File: src/rtl/ldpc_loop_pkg.sv
// ldpc_loop_pkg: shared FSM state type and status-word bit positions for the loop framer.
package ldpc_loop_pkg;
   typedef enum logic [1:0] {IDLE, RUN, DRAIN, STAT} state_t;
   function automatic int err_short_bit(input int lw);
      return lw;
   endfunction
   function automatic int err_long_bit(input int lw);
      return lw + 1;
   endfunction
endpackage

File: src/rtl/axis_sync_fifo.sv
// axis_sync_fifo: first-word fall-through synchronous FIFO; writes when full and reads when empty are ignored.
module axis_sync_fifo #(
   parameter int WIDTH = 33,
   parameter int DEPTH = 16
) (
   input  logic             clk,
   input  logic             rst,
   input  logic             i_wr_valid,
   input  logic [WIDTH-1:0] i_wr_data,
   output logic             o_full,
   input  logic             i_rd_ready,
   output logic [WIDTH-1:0] o_rd_data,
   output logic             o_empty
);
   localparam int AW = $clog2(DEPTH);
   logic [WIDTH-1:0] r_mem [DEPTH];
   logic [AW:0]      r_wp, r_rp;
   logic             w_wr, w_rd;
   // extra pointer bit distinguishes full from empty
   assign o_full    = (r_wp[AW] != r_rp[AW]) && (r_wp[AW-1:0] == r_rp[AW-1:0]);
   assign o_empty   = r_wp == r_rp;
   assign w_wr      = i_wr_valid && !o_full;
   assign w_rd      = i_rd_ready && !o_empty;
   assign o_rd_data = r_mem[r_rp[AW-1:0]];
   always_ff @(posedge clk) begin
      if (rst) begin
         r_wp <= '0;
         r_rp <= '0;
      end else begin
         if (w_wr) r_wp <= r_wp + 1'b1;
         if (w_rd) r_rp <= r_rp + 1'b1;
      end
   end
   always_ff @(posedge clk) begin
      if (w_wr) r_mem[r_wp[AW-1:0]] <= i_wr_data;
   end
endmodule

File: src/rtl/ldpc_loop_framer.sv
// ldpc_loop_framer: enforces control-word frame lengths on a data stream, buffers beats in a FIFO
// with regenerated TLAST, and emits one status word per frame.
module ldpc_loop_framer
   import ldpc_loop_pkg::*;
#(
   parameter int DATA_DEPTH = 16,
   parameter int LEN_WIDTH  = 16,
   parameter int CTRL_WIDTH = 32,
   parameter int STAT_WIDTH = 32,
   parameter int DIN_WIDTH  = 32,
   parameter int DOUT_WIDTH = 32
) (
   input  logic                  clk,
   input  logic                  rst,
   input  logic [CTRL_WIDTH-1:0] i_ctrl_tdata,
   input  logic                  i_ctrl_tvalid,
   output logic                  o_ctrl_tready,
   input  logic [DIN_WIDTH-1:0]  i_din_tdata,
   input  logic                  i_din_tlast,
   input  logic                  i_din_tvalid,
   output logic                  o_din_tready,
   output logic [STAT_WIDTH-1:0] o_stat_tdata,
   output logic                  o_stat_tvalid,
   input  logic                  i_stat_tready,
   output logic [DOUT_WIDTH-1:0] o_dout_tdata,
   output logic                  o_dout_tlast,
   output logic                  o_dout_tvalid,
   input  logic                  i_dout_tready
);
   localparam int ES = err_short_bit(LEN_WIDTH);
   localparam int EL = err_long_bit(LEN_WIDTH);

   if (CTRL_WIDTH != STAT_WIDTH) begin : g_err_ctrl
      $error("ctrl and status DATA_WIDTH differ");
   end
   if (DIN_WIDTH != DOUT_WIDTH) begin : g_err_data
      $error("din and dout DATA_WIDTH differ");
   end
   if (CTRL_WIDTH < LEN_WIDTH + 2) begin : g_err_len
      $error("ctrl DATA_WIDTH too small for length and flags");
   end

   state_t                r_state;
   logic                  r_ctrl_rdy, r_stat_vld, r_short, r_long;
   logic [CTRL_WIDTH-1:0] r_ctrl;
   logic [LEN_WIDTH-1:0]  r_cnt, w_len, w_cnt_nxt;
   logic [STAT_WIDTH-1:0] w_stat;
   logic [DIN_WIDTH:0]    w_rd_data;
   logic                  w_full, w_empty, w_ctrl_hs, w_din_hs, w_wr, w_last;

   assign w_len         = r_ctrl[LEN_WIDTH-1:0];
   assign w_cnt_nxt     = r_cnt + 1'b1;
   assign w_last        = (w_cnt_nxt == w_len) || i_din_tlast;
   assign o_ctrl_tready = r_ctrl_rdy;
   assign o_din_tready  = (r_state == RUN) ? !w_full : (r_state == DRAIN);
   assign w_ctrl_hs     = r_ctrl_rdy && i_ctrl_tvalid;
   assign w_din_hs      = o_din_tready && i_din_tvalid;
   assign w_wr          = w_din_hs && (r_state == RUN);
   assign o_stat_tvalid = r_stat_vld;
   assign o_stat_tdata  = w_stat;
   assign o_dout_tvalid = !w_empty;
   assign o_dout_tlast  = w_rd_data[DIN_WIDTH];
   assign o_dout_tdata  = DOUT_WIDTH'(w_rd_data[DIN_WIDTH-1:0]);

   // upper ctrl bits pass through; length field and flag bits are replaced
   always_comb begin
      w_stat                = STAT_WIDTH'(r_ctrl);
      w_stat[LEN_WIDTH-1:0] = r_cnt;
      w_stat[ES]            = r_short;
      w_stat[EL]            = r_long;
   end

   always_ff @(posedge clk) begin
      if (rst) begin
         r_state    <= IDLE;
         r_ctrl_rdy <= 1'b0;
         r_stat_vld <= 1'b0;
         r_short    <= 1'b0;
         r_long     <= 1'b0;
         r_cnt      <= '0;
         r_ctrl     <= '0;
      end else begin
         case (r_state)
            IDLE: begin
               r_ctrl_rdy <= 1'b1;
               if (w_ctrl_hs) begin
                  r_ctrl     <= i_ctrl_tdata;
                  r_cnt      <= '0;
                  r_short    <= 1'b0;
                  r_long     <= 1'b0;
                  r_ctrl_rdy <= 1'b0;
                  r_stat_vld <= i_ctrl_tdata[LEN_WIDTH-1:0] == '0;
                  r_state    <= (i_ctrl_tdata[LEN_WIDTH-1:0] == '0) ? STAT : RUN;
               end
            end
            RUN: begin
               if (w_din_hs) begin
                  r_cnt <= w_cnt_nxt;
                  if (w_cnt_nxt == w_len) begin
                     r_state    <= i_din_tlast ? STAT : DRAIN;
                     r_stat_vld <= i_din_tlast;
                     r_long     <= !i_din_tlast;
                  end else if (i_din_tlast) begin
                     r_state    <= STAT;
                     r_stat_vld <= 1'b1;
                     r_short    <= 1'b1;
                  end
               end
            end
            DRAIN: begin
               if (w_din_hs && i_din_tlast) begin
                  r_state    <= STAT;
                  r_stat_vld <= 1'b1;
               end
            end
            default: begin
               if (i_stat_tready) begin
                  r_state    <= IDLE;
                  r_stat_vld <= 1'b0;
                  r_ctrl_rdy <= 1'b1;
               end
            end
         endcase
      end
   end

   axis_sync_fifo #(.WIDTH(DIN_WIDTH + 1), .DEPTH(DATA_DEPTH)) u_fifo (
      .clk        (clk),
      .rst        (rst),
      .i_wr_valid (w_wr),
      .i_wr_data  ({w_last, i_din_tdata}),
      .o_full     (w_full),
      .i_rd_ready (i_dout_tready),
      .o_rd_data  (w_rd_data),
      .o_empty    (w_empty)
   );
endmodule

File: config.mk
export PLATFORM = sky130hd
export DESIGN_NAME = ldpc_loop_framer
export DESIGN_NICKNAME = d
export VERILOG_FILES = /design/src/rtl/ldpc_loop_pkg.sv /design/src/rtl/axis_sync_fifo.sv /design/src/rtl/ldpc_loop_framer.sv
export SDC_FILE = /design/constraint.sdc
export NUM_CORES = 1
export LEC_CHECK = 0
export BUFFER_PORTS_ARGS = -buffer_cell sky130_fd_sc_hd__buf_2
export CAP_MARGIN = 20
export CORE_ASPECT_RATIO = 0.75
export CORE_MARGIN = 2
export CORE_UTILIZATION = 45
export DETAILED_ROUTE_END_ITERATION = 10
export HOLD_SLACK_MARGIN = 0.05
export PLACE_DENSITY_LB_ADDON = 0.05
export SYNTH_ARGS = -nofsm -noshare
export SYNTH_HDL_FRONTEND = slang
export SYNTH_HIERARCHICAL = 1
export SYNTH_SLANG_ARGS = --single-unit
File: constraint.sdc
create_clock -name clk -period 7.8 [get_ports clk]
set_input_delay 1.17 -clock clk [delete_from_list [all_inputs] [get_ports clk]]
set_output_delay 1.17 -clock clk [all_outputs]
set_load 0.01 [all_outputs]
# Word level (Yosys, flattened, before mapping)
# Memories as Yosys holds them, arrays and structs flattened. A register that Yosys moved wholly into a read port is not among the register bits.
# Index checks and enable logic that the tools add are counted.
[op_classes] mux=34 add_sub_neg=3 n_eq_ne=13 reduce_logical=23 bitwise_logic=1
[ops] cell="16-bit two-way mux" n=2
[ops] cell="16-bit one-hot mux with 2 select lines" n=1
[ops] cell="1-bit two-way mux" n=17
[ops] cell="16-bit by 1-bit adder with 16-bit output, second input constant" n=1
[ops] cell="16-bit == test" n=1
[ops] cell="16-bit zero test" n=1
[ops] cell="2-bit two-way mux" n=7
[ops] cell="5-bit by 1-bit adder with 5-bit output, second input constant" n=2
[ops] cell="2-bit inequality test, second input constant" n=5
[ops] cell="5-bit AND reduction" n=2
[ops] cell="4-bit two-way mux" n=2
[ops] cell="1-bit logical AND" n=7
[ops] cell="1-bit one-hot mux with 2 select lines" n=3
[ops] cell="2-bit one-hot mux with 3 select lines" n=1
[ops] cell="5-bit == test" n=1
[ops] cell="4-bit == test" n=1
[ops] cell="2-bit AND reduction" n=2
[ops] cell="4-bit AND reduction" n=1
[ops] cell="2-bit nonzero test" n=2
[ops] cell="4-bit nonzero test" n=1
[ops] cell="1-bit zero test" n=3
[ops] cell="3-bit inequality test, second input constant" n=1
[ops] cell="1-bit one-hot mux with 3 select lines" n=1
[ops] cell="3-bit AND reduction" n=1
[ops] cell="other kinds (8)" n=8
[totals] n_memories=1 ramBits=528 inputBits=71 reg_bits=64
[mem_list] memory="u_fifo.r_mem" words=16 word_bits=33 read_ports=1 rd_clocked_by_memory_dff=1 wr=1 line="axis_sync_fifo.sv:16" rtl="logic [WIDTH-1:0] r_mem [DEPTH];"

# Depth between registers and ports, before layout
# Gate-level depths: netlist of the first run.
[logic_depth] word_depth=9 depth_mapped=10

# Modules after synthesis
# The synthesis of the first run kept the hierarchy.
[by_module_without_submodules] module="axis_sync_fifo" area_per_inst_um2=20684.8 instances=1 cells_each=833
[by_module_without_submodules] module="ldpc_loop_framer" area_per_inst_um2=2942.8 instances=1 cells_each=398

# Worst setup path after synthesis of the first run
# Ideal clock, no wire load.
[synth_timing] path_type="register to register" startpoint="register u_fifo.r_rp[4]" endpoint="register u_fifo.r_wp[4]" setup_slack_ns=3.939 path_buffers=0 period_less_slack_ns=3.861 setup_time_ns=0.123 stages_incl_launch_ff=8 t_required_ns=7.677 arrival_time_ns=3.738 path_cell_list="dfxtp_1 xnor2_1 nor2_1 a21oi_1 and3_1 nand3_1 a21oi_1 mux2_2"
[synth_via] elab_chain_cells=7
[synth_lines] item="start, declared" line="axis_sync_fifo.sv:17" rtl="logic [AW:0] r_wp, r_rp;"
[synth_lines] item="start signal, assigned" line="axis_sync_fifo.sv:31" rtl="if (w_rd) r_rp <= r_rp + 1'b1;"
[synth_lines] item="1-bit inequality test" line="axis_sync_fifo.sv:20" rtl="assign o_full = (r_wp[AW] != r_rp[AW]) && (r_wp[AW-1:0] == r_rp[AW-1:0]);"
[synth_lines] item="1-bit logical AND" line="axis_sync_fifo.sv:20"
[synth_lines] item="via w_full" line="ldpc_loop_framer.sv:49" rtl="logic w_full, w_empty, w_ctrl_hs, w_din_hs, w_wr, w_last;"
[synth_lines] item="1-bit zero test" line="ldpc_loop_framer.sv:55" rtl="assign o_din_tready = (r_state == RUN) ? !w_full : (r_state == DRAIN);"
[synth_lines] item="1-bit two-way mux" line="ldpc_loop_framer.sv:55"
[synth_lines] item="via o_din_tready" line="ldpc_loop_framer.sv:21" rtl="output logic o_din_tready,"
[synth_lines] item="1-bit logical AND" line="ldpc_loop_framer.sv:57" rtl="assign w_din_hs = o_din_tready && i_din_tvalid;"
[synth_lines] item="1-bit logical AND" line="ldpc_loop_framer.sv:58" rtl="assign w_wr = w_din_hs && (r_state == RUN);"
[synth_lines] item="via w_wr" line="ldpc_loop_framer.sv:49"
[synth_lines] item="1-bit logical AND" line="axis_sync_fifo.sv:22" rtl="assign w_wr = i_wr_valid && !o_full;"
[synth_lines] item="end signal, assigned" line="axis_sync_fifo.sv:30" rtl="if (w_wr) r_wp <= r_wp + 1'b1;"
[synth_lines] item="end, declared" line="axis_sync_fifo.sv:17"
# The timed path passes the listed nets, and every way through them passes these cells.
# A chain may end at the register's enable or synchronous reset.

==> flow_summary.json, run 1 <==
{
  "status": "complete, no violations",
  "vdd_ir_drop_max_mv": 0.180,
  "worst_pin_slew_ps": 1010,
  "hp-start": "r_ctrl[29]",
  "clkTransAtPathRegs_ps": 60,
  "clockRootBuffer": "clkbuf_16",
  "max_cap_viol_count": 0,
  "worst_path_most_repeated_cell": "mux4_2",
  "max_freq_mhz": 209,
  "finalCritPeriodShare": 0.613,
  "final_nets": 1449,
  "multi_input_area_um2": 5980,
  "synth_top_area_frac": 0.671,
  "gr-total-overflow": 0,
  "arrival_ps": 3610,
  "period_needed_ps": 4780,
  "die_x_um": 269,
  "fin_skew_ps": 12.9,
  "power.density_nw_per_um2": 270,
  "grt_first_pass_wirelength_um": 78100,
  "post-route-drc-count": 0,
  "async_flop_share": 0,
  "hold_violations": 0,
  "fill_cells": 4178,
  "ant_nets": 0,
  "tritoncts": "yes",
  "clk_latency_ps": 600,
  "synth_xor_area_frac": 0.00853,
  "cts-resized-gates": 0,
  "synth_compound_area_frac": 0.0307,
  "synth_nets": 1312,
  "synth_edf_count": 528,
  "path_class": "reg -> out",
  "drive_above_1_share": 0.315,
  "grt_use_total": 0.197,
  "io_buffers": 137,
  "fin_util": 0.522,
  "worstSetupStartpointType": "register",
  "ys_dominant_reg_cell": "edfxtp_1",
  "cts_sinks": 594,
  "synth-adder-area-share": 0.00530,
  "synthTopCellsByArea": "edfxtp_1 67%, mux4_2 16%, dfxtp_1 5.6%, nand2_1 1.4%, a21oi_1 1.2%",
  "crit_fanout": 92,
  "placed_area_um2": 25000,
  "synth_mux_area_frac": 0.161,
  "cp-end-kind": "output pin",
  "holdCritPathClass": "reg -> reg",
  "ys_seq_area_frac": 0.727,
  "area_growth_pct": 14.2,
  "netlist_instances": 1231,
  "routed_wl_um": 52700,
  "cts_made_buffers": 58,
  "synth-simple-area-share": 0.0457,
  "place_inst": 2011,
  "cts_setup_buffers": 0,
  "regArea_um2": 17200,
  "htree_num_levels": 2,
  "final-instance-count-excl-fill": 2121,
  "critPathRequiredTime_ps": 6630,
  "gp_congestion": 0.811,
  "setup_viol": 0,
  "synth_seq_cells": 594,
  "core_area_um2": 51700,
  "r2r-start": "u_fifo/r_rp[4]",
  "finalInstanceArea_um2": 27000,
  "yosysTopAreaCell": "edfxtp_1",
  "clockBufferDepth": 3,
  "grt_max_degree": 93,
  "wl_per_cell_um": 24.8,
  "dr.first_iter.drc_count": 853,
  "rsz0062_at_grt": "no",
  "die_h_um": 202,
  "rows": 72,
  "drt_pass1_iterations": 5,
  "postSynthAreaPerCell_um2": 19.2,
  "postCtsHoldBufs": 0,
  "antenna_found_initial": 1,
  "synth_top_family_by_area": "multiplexers",
  "detail_route.vias_per_cell": 5.63,
  "via_count": 11900,
  "syn_area_um2": 23600,
  "io_pins": 140,
  "yosysUniqueCellTypes": 59,
  "final_max_slew_viol_count": 0,
  "die_area_um2": 54400,
  "hpwl_um": 28000,
  "crit_chain": "buf_12, mux4_2, mux4_2, buf_2",
  "grt_pass1_vias": 12100,
  "tns_ps": 0,
  "start_util": 0.457,
  "relSlewSlack": 0.324,
  "yosys_warnings": 6,
  "leakagePower_nw": 8.56,
  "crit_slowest_cell": "dfxtp_4",
  "whs_ps": 455,
  "cpPeakStageDelay_ps": 910
}
## cells in the final DEF, fill, tap and decap left out, drive strengths merged, types with 2 or more instances in the layout
master,synthesis,final
ha,10,10
o2111ai,2,2
inv,12,13
o221ai,3,3
nand4b,3,3
clkbuf,31,74
and2,6,6
o21ai,15,15
or3,3,3
mux2i,2,2
xnor2,15,15
nand2,87,87
buf,51,159
clkinv,1,24
and3,22,22
a21boi,2,2
and4,3,3
nand3,14,14
mux2,7,7
nor4,6,6
a311oi,5,5
o41ai,2,2
nor2,41,41
nand4,14,14
o31ai,3,3
a211oi,4,4
a21oi,59,59
a31oi,2,2
dfxtp,66,66
o22ai,3,3
xor2,8,8
o211ai,2,2
nor2b,4,4
bufinv,0,11
nor3,9,9
mux4,165,165
edfxtp,528,528
a311o,5,5
or4,3,3
## logic make-up after synthesis
| logic type | after synthesis |
|---|---|
| adder cells (fa/ha/maj) | 10 |
| multiplexers | 174 |
| flip-flops | 594 |
| AND/OR/NAND/NOR | 219 |
| AO/OA/AOI/OAI | 116 |
| XOR/XNOR | 23 |
| buffers and inverters | 95 |
## registers in the layout, summed over array words and instances (netlist names), named ones only
| register | cells |
|---|---|
| r_short | 1 |
| o_stat_tvalid | 1 |
| u_fifo/r_mem | 528 |
| o_ctrl_tready | 1 |
| r_ctrl | 30 |
| r_state | 2 |
| u_fifo/r_wp | 5 |
| r_cnt | 16 |
| r_long | 1 |
| u_fifo/r_rp | 5 |
## layout make-up
cell class | instances | area share
repair buffers | 159 | 0.0328
flip-flops and latches | 594 | 0.637
well taps | 703 | 0.0326
inverters | 13 | 0.00181
multi-input cells | 542 | 0.222
diodes | 1 | 0.0000928
clock inverters | 35 | 0.0165
clock buffers | 74 | 0.0572
## Yosys cell counts, drive strengths merged (2+ instances only)
library cell	n
and4	3
nand2	87
nor4	6
and3	22
mux2i	2
o211ai	2
xnor2	15
a21boi	2
o2111ai	2
o41ai	2
nor3	9
o221ai	3
and2	6
ha	10
mux2	7
or4	3
inv	12
nand4	14
or3	3
nor2	41
nand4b	3
a311oi	5
a31oi	2
nor2b	4
o31ai	3
o21ai	15
a311o	5
buf	51
nand3	14
a21oi	59
o22ai	3
dfxtp	66
mux4	165
edfxtp	528
clkbuf	31
a211oi	4
xor2	8
## path summary, 6_finish.rpt
path | slack (ps) | end | cells past startpoint
setup reg to reg | 3880 | u_fifo/r_mem[4][12] | 7
hold reg to reg | 460 | r_ctrl[29] | 2
hold / removal | 460 | r_ctrl[29] | 2
setup / recovery | 3020 | o_dout_tdata[1] | 4
## worst max-delay path: cells and delay by family, from the launching register on
| family | cells | cell delay, ps |
|---|---|---|
| muxes | 2 | 1160 |
| buffers and inverters | 2 | 860 |
| DFF | 1 | 910 |
## per-stage QoR
stage / power [mW] / setup slack (ps)
after global routing: 7.57 / 2730
after global placement: 4.42 / 3520
after floorplan: 4.21 / 3940
after detailed placement: 4.44 / 3520
after CTS: 7.39 / 2850
final: 7.28 / 3020
## per-layer routing
layer  up-vias  part of all wire  track usage
met5         -                 0            0
met4         0             0.018       0.0498
met3        74             0.042       0.0302
met2       260              0.49        0.319
met1      6292              0.45        0.283
li1       5313                 -            -
## report_power, final
| group | switching [mW] | internal (mW) | leakage [nW] |
|---|---|---|---|
| sequential | 0.0752 | 3.51 | 5.28 |
| clock | 1.16 | 1.76 | 0.978 |
| combinational | 0.409 | 0.367 | 2.30 |
Power figures use the tool's default switching activity.
==> inputs of run 2 (changes only) <==
==> constraint.sdc (replaced) <==
create_clock -name clk -period 4.45 [get_ports clk]
set_input_delay 0.6675 -clock clk [delete_from_list [all_inputs] [get_ports clk]]
set_output_delay 0.6675 -clock clk [all_outputs]
set_load 0.01 [all_outputs]
==> run 2 against run 1 <==
Net effect: first-iteration DRC count increased by 13%; global-route usage increased by 0.49 points; hold slack got worse by 150 ps; routed wire length grew 1.9%; count of clock-buffer cells in the layout decreased by 5; clock skew up 19 ps; highest routed layer is now met5; via count grew 1.2%; critical path depth increased by 5; cell count up 0.85%; final area up 0.42%; core utilization rose by 0.22 points; die area did not move.
==> flow_summary.json, run 2 (synthesized netlist as in run 1, its figures left out) <==
{
  "final_max_slew_viol_count": 0,
  "max_cap_viol_count": 0,
  "power.density_nw_per_um2": 457,
  "cts-resized-gates": 0,
  "final_nets": 1469,
  "cts_made_buffers": 58,
  "period_needed_ps": 3830,
  "final-instance-count-excl-fill": 2139,
  "routed_wl_um": 53700,
  "rrSetupSlack_ps": 620,
  "grt_pass1_vias": 12200,
  "fill_cells": 4209,
  "area_growth_pct": 14.6,
  "r2r-start": "r_cnt[0]",
  "critPathRequiredTime_ps": 4970,
  "drt_pass1_iterations": 5,
  "post-route-drc-count": 0,
  "rr_worst_depth": 9,
  "whs_ps": 308,
  "switchingPower_mw": 2.94,
  "cts_sinks": 594,
  "worstSetupStartpointType": "register",
  "postCtsHoldBufs": 0,
  "layout_common_cells": "528 x edfxtp_1, 165 x mux4_2, 137 x buf_2",
  "holdCritPathClass": "in -> reg",
  "cpPeakStageDelay_ps": 640,
  "switching_share": 0.237,
  "internal_power_mw": 9.43,
  "io_buffers": 137,
  "finalCritPeriodShare": 0.862,
  "power.share.combinational": 0.113,
  "grt_first_pass_wirelength_um": 80400,
  "status": "complete, no violations",
  "core_area_um2": 51700,
  "crit_chain": "ha_1, nand3_2, nor3_2, o221ai_1, or4_1, or4_1, o311a_1, or4_1, a21oi_1",
  "ant_nets": 0,
  "leakagePower_nw": 8.61,
  "worst_path_most_repeated_cell": "or4_1",
  "timing.critical_path.to": "r_state[1]",
  "worst_pin_slew_ps": 1170,
  "path_class": "reg -> reg",
  "gp_congestion": 0.826,
  "r2r_end": "r_state[1]",
  "tritoncts": "yes",
  "hold_violations": 0,
  "die_x_um": 269,
  "place_inst": 2031,
  "gr-total-overflow": 0,
  "max_freq_mhz": 261,
  "clk_latency_ps": 620,
  "start_util": 0.457,
  "wl_per_cell_um": 25.1,
  "antenna_found_initial": 2,
  "hpwl_um": 30100,
  "die_area_um2": 54400,
  "largest_register_ffs": 528,
  "startpoint": "r_cnt[0]",
  "clockRootBuffer": "clkbuf_16",
  "final_common_cell": "edfxtp_1",
  "tns_ps": 0,
  "rows": 72,
  "grt_max_degree": 67,
  "via_count": 12100,
  "crit_fanout": 9,
  "clkTransAtPathRegs_ps": 60,
  "detail_route.vias_per_cell": 5.65,
  "cp-end-kind": "register",
  "grt_use_total": 0.202,
  "fin_skew_ps": 31.7,
  "io_pins": 140,
  "clockBufferDepth": 3,
  "vdd_ir_drop_max_mv": 0.342,
  "power_frac_seq": 0.507,
  "relSlewSlack": 0.222,
  "drive_above_1_share": 0.321,
  "crit_slowest_cell": "or4_1",
  "dr.first_iter.drc_count": 968,
  "cts_setup_buffers": 0,
  "htree_num_levels": 2,
  "clockPowerShare": 0.380,
  "arrival_ps": 4360,
  "setup_viol": 0,
  "rsz0062_at_grt": "no",
  "die_h_um": 202
}
run 2: worst max-delay path: cells and delay by family, from the launching register on:
family | cells | cell delay [ps]
flops | 1 | 520
fa+ha+maj | 1 | 330
simple gates | 5 | 2170
compound gates | 3 | 730
run 2: worst min-delay path by stage:
stage / start / to / slack [ps] / depth (start not counted)
after global routing: i_ctrl_tdata[31] / r_ctrl[31] / 280 / 3
after global placement: r_ctrl[29] / r_ctrl[29] / 440 / 2
after detailed placement: r_ctrl[19] / r_ctrl[19] / 450 / 2
final: i_ctrl_tdata[30] / r_ctrl[30] / 310 / 3
after floorplan: r_long / r_long / 430 / 2
after CTS: i_ctrl_tdata[30] / r_ctrl[30] / 270 / 3
run 2: routing by layer:
metal | vias to the layer above | GRT usage | routed length [um]
met1 | 6393 | 0.309 | 25400
met3 | 71 | 0.0357 | 2730
met2 | 287 | 0.304 | 24600
met4 | 2 | 0.0464 | 856
li1 | 5335 | - | -
met5 | - | 0 | 8
run 2: final cells by class:
cell class	count	area [um2]	share of cell area
Clock buffer	69	1540	0.0567
Antenna cell	1	2.50	0.0000924
Clock inverter	38	279	0.0103
Tap cell	703	880	0.0325
Multi-Input combinational cell	542	5980	0.221
Sequential cell	594	17200	0.635
Inverter	13	48.8	0.00180
Timing Repair Buffer	179	1180	0.0434
run 2: power groups by stage:
stage          Sequential, mW  Clock, mW  Combinational [mW]
3_5_place_dp             6.39          0                1.42
2_1_floorplan            6.30          0                1.07
3_3_place_gp             6.39          0                1.41
6_report                 6.27       4.70                1.39
4_1_cts                  6.27       4.84                1.42
5_1_grt                  6.28       5.07                1.54
run 2: through the flow:
stage	util	power, mW	area (um2)	worst slack (ps)
after floorplan	-	7.38	23600	589
after global placement	0.489	7.79	25300	739
after detailed placement	0.489	7.81	25300	674
after CTS	0.524	12.5	27100	607
after global routing	0.524	12.9	27100	348
final	0.524	12.4	27100	616
==> inputs of run 3 (changes only) <==
--- a/config.mk
+++ b/config.mk
@@ -5,6 +5,7 @@
 export SDC_FILE = /design/constraint.sdc
 export NUM_CORES = 1
 export LEC_CHECK = 0
+export ABC_AREA = 0
 export BUFFER_PORTS_ARGS = -buffer_cell sky130_fd_sc_hd__buf_2
 export CAP_MARGIN = 20
 export CORE_ASPECT_RATIO = 0.75
@@ -12,7 +13,8 @@
 export CORE_UTILIZATION = 45
 export DETAILED_ROUTE_END_ITERATION = 10
 export HOLD_SLACK_MARGIN = 0.05
-export PLACE_DENSITY_LB_ADDON = 0.05
+export PLACE_DENSITY = 0.72
+export REMOVE_ABC_BUFFERS = 1
 export SYNTH_ARGS = -nofsm -noshare
 export SYNTH_HDL_FRONTEND = slang
 export SYNTH_HIERARCHICAL = 1
==> run 3 against run 2 <==
Net effect: global-route usage fell by 1.3 points; core utilization fell by 0.38 points; critical path depth unchanged; critical endpoint unchanged; via count is 1.5% higher; clock skew shrank 16 ps; maximum frequency decreased by 1.7%; combinational power is 3% higher; register-to-register slack worse by 70 ps; sequential power about the same.
==> flow_summary.json, run 3 (synthesized netlist as in run 1, its figures left out) <==
{
  "status": "complete, no violations",
  "holdCritPathClass": "in -> reg",
  "whs_ps": 298,
  "max_freq_mhz": 256,
  "via_count": 12300,
  "grt_use_total": 0.189,
  "power.density_nw_per_um2": 453,
  "switching_share": 0.235,
  "die_x_um": 269,
  "clockPowerShare": 0.370,
  "drt_pass1_iterations": 5,
  "cts_made_buffers": 56,
  "detail_route.vias_per_cell": 5.78,
  "final_common_cell": "edfxtp_1",
  "critPathRequiredTime_ps": 4970,
  "htree_num_levels": 2,
  "core_area_um2": 51700,
  "final_max_slew_viol_count": 0,
  "fill_cells": 4087,
  "die_area_um2": 54400,
  "drive_above_1_share": 0.314,
  "leakagePower_nw": 8.49,
  "relSlewSlack": 0.350,
  "vdd_ir_drop_max_mv": 0.286,
  "internal_power_mw": 9.32,
  "multi_input_area_um2": 5980,
  "path_class": "reg -> reg",
  "cts_setup_buffers": 0,
  "worstSetupStartpointType": "register",
  "io_buffers": 137,
  "setup_viol": 0,
  "clkTransAtPathRegs_ps": 60,
  "clockBufferDepth": 3,
  "gr-total-overflow": 0,
  "clk_latency_ps": 610,
  "grt_first_pass_wirelength_um": 76000,
  "final-instance-count-excl-fill": 2121,
  "rsz0062_at_grt": "no",
  "largest_register_ffs": 528,
  "switchingPower_mw": 2.86,
  "worst_pin_slew_ps": 975,
  "grt_pass1_vias": 12200,
  "start_util": 0.457,
  "fin_skew_ps": 16.1,
  "wl_per_cell_um": 24.0,
  "clockRootBuffer": "clkbuf_16",
  "rows": 72,
  "antenna_found_initial": 7,
  "layout_common_cells": "528 x edfxtp_1, 165 x mux4_2, 137 x buf_2",
  "finalCritPeriodShare": 0.876,
  "max_cap_viol_count": 0,
  "arrival_ps": 4420,
  "grt_max_degree": 76,
  "power.share.combinational": 0.117,
  "ant_nets": 0,
  "gp_congestion": 0.886,
  "postCtsHoldBufs": 0,
  "hold_violations": 0,
  "dr.first_iter.drc_count": 1144,
  "io_pins": 140,
  "period_needed_ps": 3900,
  "cts_sinks": 594,
  "routed_wl_um": 50900,
  "tritoncts": "yes",
  "final_nets": 1454,
  "area_growth_pct": 13.8,
  "regArea_um2": 17200,
  "post-route-drc-count": 0,
  "place_inst": 2018,
  "hpwl_um": 28300,
  "power_frac_seq": 0.512,
  "cts-resized-gates": 0,
  "cp-end-kind": "register",
  "crit_fanout": 9,
  "die_h_um": 202
}
run 3: path summary, 6_finish.rpt:
path                         start    endpoint  slack, ps  depth (start not counted)
hold / removal    i_ctrl_tdata[26]  r_ctrl[26]        300                          3
setup / recovery          r_cnt[0]  r_state[1]        550                          9
hold reg to reg         r_ctrl[18]  r_ctrl[18]        450                          2
setup reg to reg          r_cnt[0]  r_state[1]        550                          9
run 3: critical path: stages (launching register included):
cell      delay [ps]
dfxtp_1          510
ha_1             320
nand3_2          210
o21ai_0          290
o221ai_1         170
or4_1            580
or4_1            680
o311a_1          420
or4_1            490
a21oi_1          150
run 3: per-stage QoR:
step | TNS, ps | area (um2) | power (mW) | utilization | setup WS, ps
after CTS | 0 | 26900 | 12.3 | 0.520 | 587
after global placement | 0 | 25100 | 7.76 | 0.486 | 717
final | 0 | 26900 | 12.2 | 0.520 | 551
after detailed placement | 0 | 25200 | 7.80 | 0.487 | 620
after floorplan | -93550 | 23200 | 7.38 | - | -2830
after global routing | 0 | 26900 | 12.6 | 0.520 | 390
run 3: power by group through the flow:
stage          Combinational (mW)  Clock (mW)  Sequential (mW)
2_1_floorplan               0.933           0             6.45
3_3_place_gp                 1.40           0             6.35
3_5_place_dp                 1.44           0             6.36
4_1_cts                      1.45        4.61             6.24
5_1_grt                      1.56        4.81             6.25
6_report                     1.43        4.51             6.24
run 3: routing by layer:
metal  track usage  vias up  share of wire
met5             0        -        0.00045
met3        0.0303       67          0.062
li1              -     5307              -
met2         0.303      400           0.49
met4        0.0498        4          0.017
met1         0.270     6491           0.43
run 3: layout make-up:
cell class	instances	area share
diodes	3	0.000279
clock inverters	29	0.00940
flip-flops and latches	594	0.639
inverters	13	0.00181
repair buffers	166	0.0399
well taps	703	0.0327
clock buffers	71	0.0546
multi-input cells	542	0.222
